--- src/rtl/uart_pkg.sv ---
// -----------------------------------------------------------------------------
// uart_pkg
// Shared types and constants for the UART transmitter slice.
//   tx_state_e : transmitter FSM states
//   PAR_*      : parity-mode encodings for the PARITY parameter
//   calc_div   : clocks per bit, truncated, never below 2
//   frame_len  : clocks per complete frame for a given configuration
// -----------------------------------------------------------------------------
package uart_pkg;

   typedef enum logic [2:0] {
      IDLE,
      START,
      DATA,
      PAR,
      STOP
   } tx_state_e;

   localparam int PAR_NONE = 0;
   localparam int PAR_ODD  = 1;
   localparam int PAR_EVEN = 2;

   function automatic int calc_div(input int clk_freq, input int baud);
      int d;
      d = clk_freq / baud;
      return (d < 2) ? 2 : d;
   endfunction

   function automatic int frame_len(input int div, input int data_bits,
                                    input int parity, input int stop_bits);
      return (1 + data_bits + ((parity != PAR_NONE) ? 1 : 0) + stop_bits) * div;
   endfunction

endpackage

--- src/rtl/uart_baud_gen.sv ---
// -----------------------------------------------------------------------------
// uart_baud_gen
// Bit-period timer. Counts 0..DIV-1 and raises bit_tick_o for one cycle on
// the last count of every bit period; sync_i holds the count at 0 so the
// next period starts cleanly.
//   clk        : system clock
//   rst_n      : synchronous active-low reset
//   sync_i     : restart request (count forced to 0, tick suppressed)
//   bit_tick_o : one-cycle pulse at the end of each DIV-cycle bit period
// -----------------------------------------------------------------------------
module uart_baud_gen #(
   parameter int DIV = 5208
) (
   input  logic clk,
   input  logic rst_n,
   input  logic sync_i,
   output logic bit_tick_o
);

   localparam int CW = (DIV > 1) ? $clog2(DIV) : 1;
   localparam logic [CW-1:0] LAST = CW'(DIV - 1);

   logic [CW-1:0] cnt_q;
   logic [CW-1:0] cnt_d;

   // NOTE: combinational next-state assigns cnt_d on every path, so no latch is inferred.
   always_comb begin
      cnt_d = cnt_q + 1'b1;
      if (sync_i || (cnt_q == LAST)) begin
         cnt_d = '0;
      end
   end

   // NOTE: state registers use non-blocking assignments so every flop samples pre-edge values.
   always_ff @(posedge clk) begin
      if (!rst_n) begin
         cnt_q <= '0;
      end else begin
         cnt_q <= cnt_d;
      end
   end

   assign bit_tick_o = (cnt_q == LAST) && !sync_i;

endmodule

--- src/rtl/uart_tx_gen.sv ---
// -----------------------------------------------------------------------------
// uart_tx_gen
// UART transmitter with a one-entry holding buffer. A word accepted into the
// buffer is moved to the shift register as the start bit begins, freeing the
// buffer so the next word can queue up and follow with no idle gap.
//   clk       : system clock
//   rst_n     : synchronous active-low reset
//   send_data : payload, sampled on the accept cycle
//   send_ena  : request; accepted when send_ena && send_rdy
//   send_rdy  : holding buffer empty
//   idle      : FSM in IDLE and holding buffer empty
//   tx        : registered serial line, idles high
// -----------------------------------------------------------------------------
module uart_tx_gen
   import uart_pkg::*;
#(
   parameter int CLK_FREQ  = 50_000_000,
   parameter int BAUD      = 9600,
   parameter int DATA_BITS = 8,
   parameter int PARITY    = 0,
   parameter int STOP_BITS = 1
) (
   input  logic                 clk,
   input  logic                 rst_n,
   input  logic [DATA_BITS-1:0] send_data,
   input  logic                 send_ena,
   output logic                 send_rdy,
   output logic                 idle,
   output logic                 tx
);

   localparam int DIV = calc_div(CLK_FREQ, BAUD);
   localparam int BCW = $clog2(DATA_BITS);
   localparam logic [BCW-1:0] LAST_DATA = BCW'(DATA_BITS - 1);
   localparam logic [BCW-1:0] LAST_STOP = BCW'(STOP_BITS - 1);

   tx_state_e            state_q;
   logic [DATA_BITS-1:0] buf_q;
   logic                 buf_full_q;
   logic [DATA_BITS-1:0] shift_q;
   logic [BCW-1:0]       bit_cnt_q;
   logic                 par_q;
   logic                 tx_q;

   logic                 bit_tick;
   logic                 accept;
   logic [DATA_BITS-1:0] ld_data;
   logic                 ld_par;

   // Baud timer is held in reset while idle so START always gets a full bit.
   uart_baud_gen #(
      .DIV (DIV)
   ) u_baud (
      .clk        (clk),
      .rst_n      (rst_n),
      .sync_i     (state_q == IDLE),
      .bit_tick_o (bit_tick)
   );

   assign accept = send_ena && send_rdy;

   // Word for the next frame: the buffered one if present, otherwise a word
   // arriving on the very edge STOP ends.
   assign ld_data = buf_full_q ? buf_q : send_data;
   assign ld_par  = (PARITY == PAR_ODD) ? ~(^ld_data) : (^ld_data);

   // NOTE: the holding buffer and shift register are plain flops, so they are
   // cleared on reset along with the control state; nothing here is a RAM.
   always_ff @(posedge clk) begin
      if (!rst_n) begin
         state_q    <= IDLE;
         buf_q      <= '0;
         buf_full_q <= 1'b0;
         shift_q    <= '0;
         bit_cnt_q  <= '0;
         par_q      <= 1'b0;
         tx_q       <= 1'b1;
      end else begin
         if (accept) begin
            buf_q      <= send_data;
            buf_full_q <= 1'b1;
         end

         unique case (state_q)
            IDLE: begin
               if (buf_full_q) begin
                  shift_q    <= buf_q;
                  par_q      <= ld_par;
                  bit_cnt_q  <= '0;
                  buf_full_q <= 1'b0;
                  tx_q       <= 1'b0;
                  state_q    <= START;
               end
            end

            START: begin
               if (bit_tick) begin
                  tx_q      <= shift_q[0];
                  shift_q   <= shift_q >> 1;
                  bit_cnt_q <= '0;
                  state_q   <= DATA;
               end
            end

            DATA: begin
               if (bit_tick) begin
                  if (bit_cnt_q == LAST_DATA) begin
                     bit_cnt_q <= '0;
                     if (PARITY != PAR_NONE) begin
                        tx_q    <= par_q;
                        state_q <= PAR;
                     end else begin
                        tx_q    <= 1'b1;
                        state_q <= STOP;
                     end
                  end else begin
                     tx_q      <= shift_q[0];
                     shift_q   <= shift_q >> 1;
                     bit_cnt_q <= bit_cnt_q + 1'b1;
                  end
               end
            end

            PAR: begin
               if (bit_tick) begin
                  tx_q      <= 1'b1;
                  bit_cnt_q <= '0;
                  state_q   <= STOP;
               end
            end

            STOP: begin
               if (bit_tick) begin
                  if (bit_cnt_q == LAST_STOP) begin
                     bit_cnt_q <= '0;
                     if (buf_full_q || accept) begin
                        // Back-to-back: a same-edge request bypasses the
                        // buffer, overriding the buffer write above.
                        shift_q    <= ld_data;
                        par_q      <= ld_par;
                        buf_full_q <= 1'b0;
                        tx_q       <= 1'b0;
                        state_q    <= START;
                     end else begin
                        state_q <= IDLE;
                     end
                  end else begin
                     bit_cnt_q <= bit_cnt_q + 1'b1;
                  end
               end
            end

            default: begin
               tx_q    <= 1'b1;
               state_q <= IDLE;
            end
         endcase
      end
   end

   assign send_rdy = !buf_full_q;
   assign idle     = (state_q == IDLE) && !buf_full_q;
   assign tx       = tx_q;

endmodule

--- config.mk ---
export PLATFORM = sky130hd
export DESIGN_NAME = uart_tx_gen
export DESIGN_NICKNAME = d
export VERILOG_FILES = /design/src/rtl/uart_pkg.sv /design/src/rtl/uart_baud_gen.sv /design/src/rtl/uart_tx_gen.sv
export SDC_FILE = /design/constraint.sdc
export NUM_CORES = 1
export LEC_CHECK = 0
export CAP_MARGIN = 20
export CORE_ASPECT_RATIO = 0.75
export CORE_UTILIZATION = 58
export DETAILED_ROUTE_END_ITERATION = 6
export PLACE_DENSITY = 0.82
export RECOVER_POWER = 50
export SETUP_SLACK_MARGIN = 0.1
export SLEW_MARGIN = 30
export SYNTH_ARGS = -nofsm -noshare
export SYNTH_HDL_FRONTEND = slang
export SYNTH_SLANG_ARGS = --single-unit
export TNS_END_PERCENT = 20
--- constraint.sdc ---
create_clock -name clk -period 2.1 [get_ports clk]
set_clock_uncertainty 0.05 [all_clocks]
set_input_delay 0.63 -clock clk [delete_from_list [all_inputs] [get_ports clk]]
set_output_delay 0.63 -clock clk [all_outputs]
set_load 0.005 [all_outputs]
# Word-level counts from Yosys, hierarchy flattened
# Index checks and enable logic that the tools add are counted.
dict set report word_totals {
  register_bits 37
  inputBits 11
  output_inout_bits 3
  elab_cells 83
}
dict set report classes {
  n_addsub 2
  n_eq_ne 16
  muxes 40
  n_bitwise 1
  n_reduce_logical 17
}
# operator n
set op_table {}
lappend op_table {{two-way mux 8 bit} 8}
lappend op_table {{two-way mux 3 bit} 13}
lappend op_table {{case mux 8 bit (4 select lines)} 1}
lappend op_table {{!= test 2 bit (second input constant)} 9}
lappend op_table {{case mux 3 bit (5 select lines)} 1}
lappend op_table {{two-way mux 1 bit} 14}
lappend op_table {{AND reduction 7 bit} 2}
lappend op_table {{adder 13 x 1 -> 13 bit (second input constant)} 1}
lappend op_table {{== test 13 bit (second input constant)} 1}
lappend op_table {{case mux 3 bit (4 select lines)} 1}
lappend op_table {{AND reduction 8 bit} 1}
lappend op_table {{nonzero test 4 bit} 2}
lappend op_table {{== test 3 x 2 -> 1 bit (second input constant)} 2}
lappend op_table {{== test 3 bit (second input constant)} 2}
lappend op_table {{logical NOT 3 bit} 2}
lappend op_table {{case mux 1 bit (5 select lines)} 1}
lappend op_table {{AND reduction 5 bit} 1}
lappend op_table {{OR reduction 2 bit} 2}
lappend op_table {{adder 3 x 1 -> 3 bit (second input constant)} 1}
lappend op_table {{== test 3 x 1 -> 1 bit (second input constant)} 1}
lappend op_table {{logical AND 1 bit} 3}
lappend op_table {{logical NOT 1 bit} 2}
lappend op_table {{logical OR 1 bit} 2}
lappend op_table {{!= test 2 x 1 -> 1 bit (second input constant)} 1}
lappend op_table {{2 further kinds} 2}

# Depth between registers and ports, before layout
dict set report depth {
  depth_word 7
  ltp_mapped 8
  mapped_depth_nobuf 7
}

# Cells and area by module
# Synthesis repeated with hierarchy kept, for this count alone.
dict set report unflattened {
  hier_cells 259
  hier_area_um2 2178.3
}
# mod n_inst cells_per_inst area_each_um2 seq_area_each_um2
set by_module_without_submodules {}
lappend by_module_without_submodules {uart_tx_gen 1 186 1512.7 480.5}
lappend by_module_without_submodules {uart_baud_gen 1 73 665.6 260.2}

# Worst setup path before layout
# No wires, ideal clock.
dict set report synth_timing {
  path_kind {flip-flop to flip-flop}
  from {register bit_cnt_q[0]}
  to {register shift_q[7]}
  setup_ns 0.116
  arrival_ns 1.718
  required_ns 1.934
  setup_slack_ns 0.216
  path_stages_with_launch 9
  path_buffers 1
  synth_period_minus_slack_ns 1.884
  path_cell_list {dfxtp_1 > ha_1 > ha_1 > or3b_4 > o32ai_4 > a2bb2oi_4 > buf_6 > nand2_1 > o211a_1}
}
dict set report synth_between {
  elab_chain_cells 3
  elab_cells_between_ends 5
  cone_classes {eq/ne: 3; reduce/logical: 2}
}
# element line_no
set synth_lines {}
lappend synth_lines {{start, declared} uart_tx_gen.sv:41} ;# logic [BCW-1:0] bit_cnt_q;
lappend synth_lines {{start signal, assigned} uart_tx_gen.sv:119} ;# bit_cnt_q <= bit_cnt_q + 1'b1;
lappend synth_lines {{start signal, assigned} uart_tx_gen.sv:148} ;# bit_cnt_q <= bit_cnt_q + 1'b1;
lappend synth_lines {{== test 3 bit or logical NOT 3 bit (tied branches)} {uart_tx_gen.sv:107, uart_tx_gen.sv:134}}
lappend synth_lines {{!= test 2 bit (no source line)} -}
lappend synth_lines {{AND reduction 8 bit (no source line) *} -}
lappend synth_lines {{end signal, assigned} uart_tx_gen.sv:99} ;# shift_q <= shift_q >> 1;
lappend synth_lines {{end signal, assigned} uart_tx_gen.sv:118} ;# shift_q <= shift_q >> 1;
lappend synth_lines {{end signal, assigned} uart_tx_gen.sv:139} ;# shift_q <= ld_data;
lappend synth_lines {{end, declared} uart_tx_gen.sv:40} ;# logic [DATA_BITS-1:0] shift_q;
# Every way passes the cells marked *; elsewhere a longest branch is shown, timed or not.
# A chain may end at the register's enable or synchronous reset.

# Worst setup path in the final report
dict set report layout_timing {
  from {register state_q[1]}
  to {output port idle}
}
dict set report layout_between {
  elab_chain_cells 2
}
# element line_no
set layout_lines {}
lappend layout_lines {{start, declared} uart_tx_gen.sv:37} ;# tx_state_e state_q;
lappend layout_lines {{start signal, assigned} uart_tx_gen.sv:71} ;# state_q <= IDLE;
lappend layout_lines {{start signal, assigned} uart_tx_gen.sv:92} ;# state_q <= START;
lappend layout_lines {{start signal, assigned} uart_tx_gen.sv:101} ;# state_q <= DATA;
lappend layout_lines {{logical NOT 3 bit} uart_tx_gen.sv:162} ;# assign idle = (state_q == IDLE) && !buf_full_q;
lappend layout_lines {{logical AND 1 bit} uart_tx_gen.sv:162}
lappend layout_lines {{end, declared} uart_tx_gen.sv:28} ;# output logic idle,
# No other way between the ends.

==> summary.md <==
| Metric | Value |
|---|---|
| Type of the worst min-delay path | reg -> reg |
| Die Area | 3673 um^2 |
| Antenna diode count | 0 |
| Number of input and output port buffers inserted | 13 |
| Crit path time final | 1.965 ns |
| Overall track demand over capacity in global routing | 25.56% |
| Number of cells produced by synthesis | 225 |
| Main flop type after synthesis | sky130_fd_sc_hd__dfxtp_1 |
| Relative max-transition margin | 65.25% |
| Cell area after placement | 2253 um^2 |
| Die Y | 52.74 um |
| Combined buffer and inverter count along the critical path | 1 |
| Post-route fraction of the period consumed by the critical path | 93.56% |
| Largest vdd supply drop | 0.4862 mV |
| CTS Hold Bufs | 0 |
| CP Max Fanout | 2 |
| F_max | 0.5090 GHz |
| Share of synthesized cell area in full adder, half adder and majority cells | 2.514% |
| Average footprint of a synthesized cell | 8.847 um^2 |
| # DRC | 0 |
| Leakage component of the power | 0.9057 nW |
| Clk pin slew, worst setup/hold paths | 0.06 ns |
| Worst hold-check slack | 0.4015 ns |
| Total vias in the final route | 1750 |
| Sequential share of the synthesized area | 37.21% |
| Maximum number of pins on one net before global-route repair | 20 |
| I/O pins | 14 |
| Worst path required time | 1.42 ns |
| Clock root buffer | sky130_fd_sc_hd__clkbuf_8 |
| Area fraction in compound gates after synthesis | 20.87% |
| Setup TNS after final layout | 0 ns |
| Starting density of the core | 60.54% |
| Worst setup path category | reg -> out |
| Largest delay share family, worst path | simple AND/OR/NAND/NOR gates |
| Outcome | completed |
| Proportion of synthesized area in mux cells | 7.040% |
| Finished Cell Area | 2345 um^2 |
| Master of the slowest instance on the critical path | sky130_fd_sc_hd__dfxtp_1 |
| Number of global-route vias before repair | 1562 |
| Routability congestion estimate from global placement | 0.7986 |
| Clk_lat worst skew | 0.29 ns |
| Number of enable-type register cells in the synthesized netlist | 0 |
| Final setup violation count | 0 |
| Via/cell ratio | 6.014 |
| P&R area growth vs syn | 17.79% |
| Count of antenna-violating nets left after detailed routing | 0 |
| Share of synthesized registers carrying an async set or reset | 0% |
| First-pass GRT wire length | 7.134 mm |
| Number of levels the H-tree was split into | 2 |
| CTS max path bufs | 2 |
| Fin nets | 266 |
| Measured slew at the worst slew-check pin | 0.5193 ns |
| Number of synthesis warnings | 0 |
| Antenna violations before repair | 0 |
| Number of clock sinks | 37 |
| Register bit count reported by yosys | 37 |
| Kind of end point of the critical path | primary output |
| Number of unique standard cell types used by synthesis | 46 |
| Net count after synthesis | 240 |
| TritonCTS clock tree | built |
| Largest family of logic cells by synthesized area | simple AND/OR/NAND/NOR gates |
| First-iteration detailed-routing DRC count | 184 |
| Total power of the final layout | 1.760 mW |
| Routed WL per cell | 15.74 um |
| Inserted Clock Buffers | 5 |
| Core Footprint | 3288 um^2 |
| Share of cells above drive strength 1 | 15.54% |
| Number of iterations in the first detailed-routing pass | 4 |
| Number of slew-limit violations in the final report | 0 |
| Xor and xnor area share after synthesis | 4.840% |
| Detailed-placement wirelength estimate | 3.205 mm |
| Cells traversed along the worst timing path | or2_1, nor3_1, clkdlybuf4s15_1 |
| Number of cell rows | 18 |
| Critical path launch point type | flop |
| Post-Syn Area | 1991 um^2 |
| Unrepaired setup endpoints after global routing | true |
| Final count of hold timing violations | 0 |
| Total wire length after detailed routing | 4.580 mm |
| Largest stage delay on the critical path | 0.30 ns |
| Simple-gate area share of the yosys netlist | 22.56% |
| Die width | 69.65 um |
| Number of maximum-capacitance violations | 0 |
| Data arrival, critical path | 1.28 ns |
| Global route total overflow | 0 |
| P per Cell Area | 750.7 nW/um^2 |
metal layers:
| metal | vias to the layer above | global-route usage, % | share of wire [%] |
|---|---|---|---|
| met5 | - | 0 | 0 |
| met4 | 0 | 10.00 | 0.98 |
| met3 | 8 | 5.769 | 7.1 |
| met2 | 56 | 39.81 | 45 |
| met1 | 831 | 34.66 | 47 |
| li1 | 855 | - | - |
kinds of logic after synthesis:
logic type,after synthesis
adders and majority gates,4
buffers and inverters,21
AOI/OAI and AO/OA,53
xor gates and xnor gates,11
muxes,14
and+or+nand+nor,85
DFF,37
sequential cells by signal, indices dropped and copies added, names as in the netlist:
name and count:
bit_cnt_q 3, buf_full_q 1, buf_q 8, shift_q 8, state_q 3, tx 1
u_baud.cnt_q 13
synth_stat cells (all sizes together) (2+ instances only):
master  count  area (um^2)
a21oi      12        67.57
a221oi      7        61.31
a22oi       3        22.52
a32oi       5        43.79
buf         9        53.80
clkbuf      5        18.77
dfxtp      37        740.7
ha          4        50.05
inv         7        26.28
mux2i      14        140.1
nand2      20        75.07
nand3       3        15.01
nand3b      4        30.03
nand4       5        31.28
nor2       26        97.59
nor2b      11        68.82
nor3        2        10.01
nor4b       2        30.03
o211ai      3        27.52
o21ai      12        67.57
o22ai       2        12.51
o311ai      2        17.52
or2         3        18.77
or3         2        12.51
xnor2       3        26.28
xor2        8        70.07
worst paths after layout:
kind | from | to | slack [ns] | depth (start not counted)
max | state_q[1] | idle | 0.14 | 3
min | u_baud.cnt_q[0] | u_baud.cnt_q[0] | 0.40 | 1
max reg2reg | bit_cnt_q[0] | shift_q[3] | 0.18 | 8
min reg2reg | u_baud.cnt_q[0] | u_baud.cnt_q[0] | 0.40 | 1
area by class of cell:
cell class                 instances  area, um^2
multi-input combinational        167        1154
timing repair buffer              33       286.5
inverter                           7       26.28
fill                             266       943.4
tap                               40       50.05
clock buffer                       7       86.33
sequential                        37       742.0
per-stage QoR:
stage | util [%] | setup WS (ns) | std cells
after floorplan | - | 0.2160 | 225
after global placement | 68.53 | -0.03022 | 283
after detailed placement | 68.53 | -0.09943 | 283
after CTS | 71.12 | 0.08237 | 290
after global routing | 71.31 | 0.02981 | 291
final | 71.31 | 0.1352 | 291
power breakdown:
| part | internal [mW] | switching [mW] |
|---|---|---|
| Sequential | 0.761 | 0.0426 |
| Combinational | 0.216 | 0.238 |
| Clock | 0.260 | 0.243 |
repair_timing:
action / 4_1_cts / 5_1_grt
setup buffers: 0 / 1
setup endpoints to repair: 2 / 8
pin swaps: 0 / 3
cloned: 0 / 0
resized for setup: 1 / 5
cells in the final DEF (no fill, tap or decap), types with 3 or more instances in the layout:
master                            synthesis  final
sky130_fd_sc_hd__xnor2_1                  3      3
sky130_fd_sc_hd__a22oi_1                  3      3
sky130_fd_sc_hd__nor2b_1                 11     11
sky130_fd_sc_hd__mux2i_1                 14     14
sky130_fd_sc_hd__clkdlybuf4s50_1          0     11
sky130_fd_sc_hd__a32oi_1                  5      5
sky130_fd_sc_hd__clkbuf_8                 0      6
sky130_fd_sc_hd__nor2_1                  26     26
sky130_fd_sc_hd__dfxtp_1                 37     36
sky130_fd_sc_hd__a221oi_1                 7      7
sky130_fd_sc_hd__o21ai_0                 10      9
sky130_fd_sc_hd__buf_4                    1     15
sky130_fd_sc_hd__inv_1                    7      7
sky130_fd_sc_hd__nand4_1                  5      5
sky130_fd_sc_hd__nand3_1                  3      3
sky130_fd_sc_hd__a21oi_1                 10     10
sky130_fd_sc_hd__ha_1                     4      3
sky130_fd_sc_hd__nand3b_1                 4      4
sky130_fd_sc_hd__clkbuf_1                 5      3
sky130_fd_sc_hd__nand2_1                 20     20
sky130_fd_sc_hd__xor2_1                   8      8
Note: power is estimated with default switching activity, not from simulation.
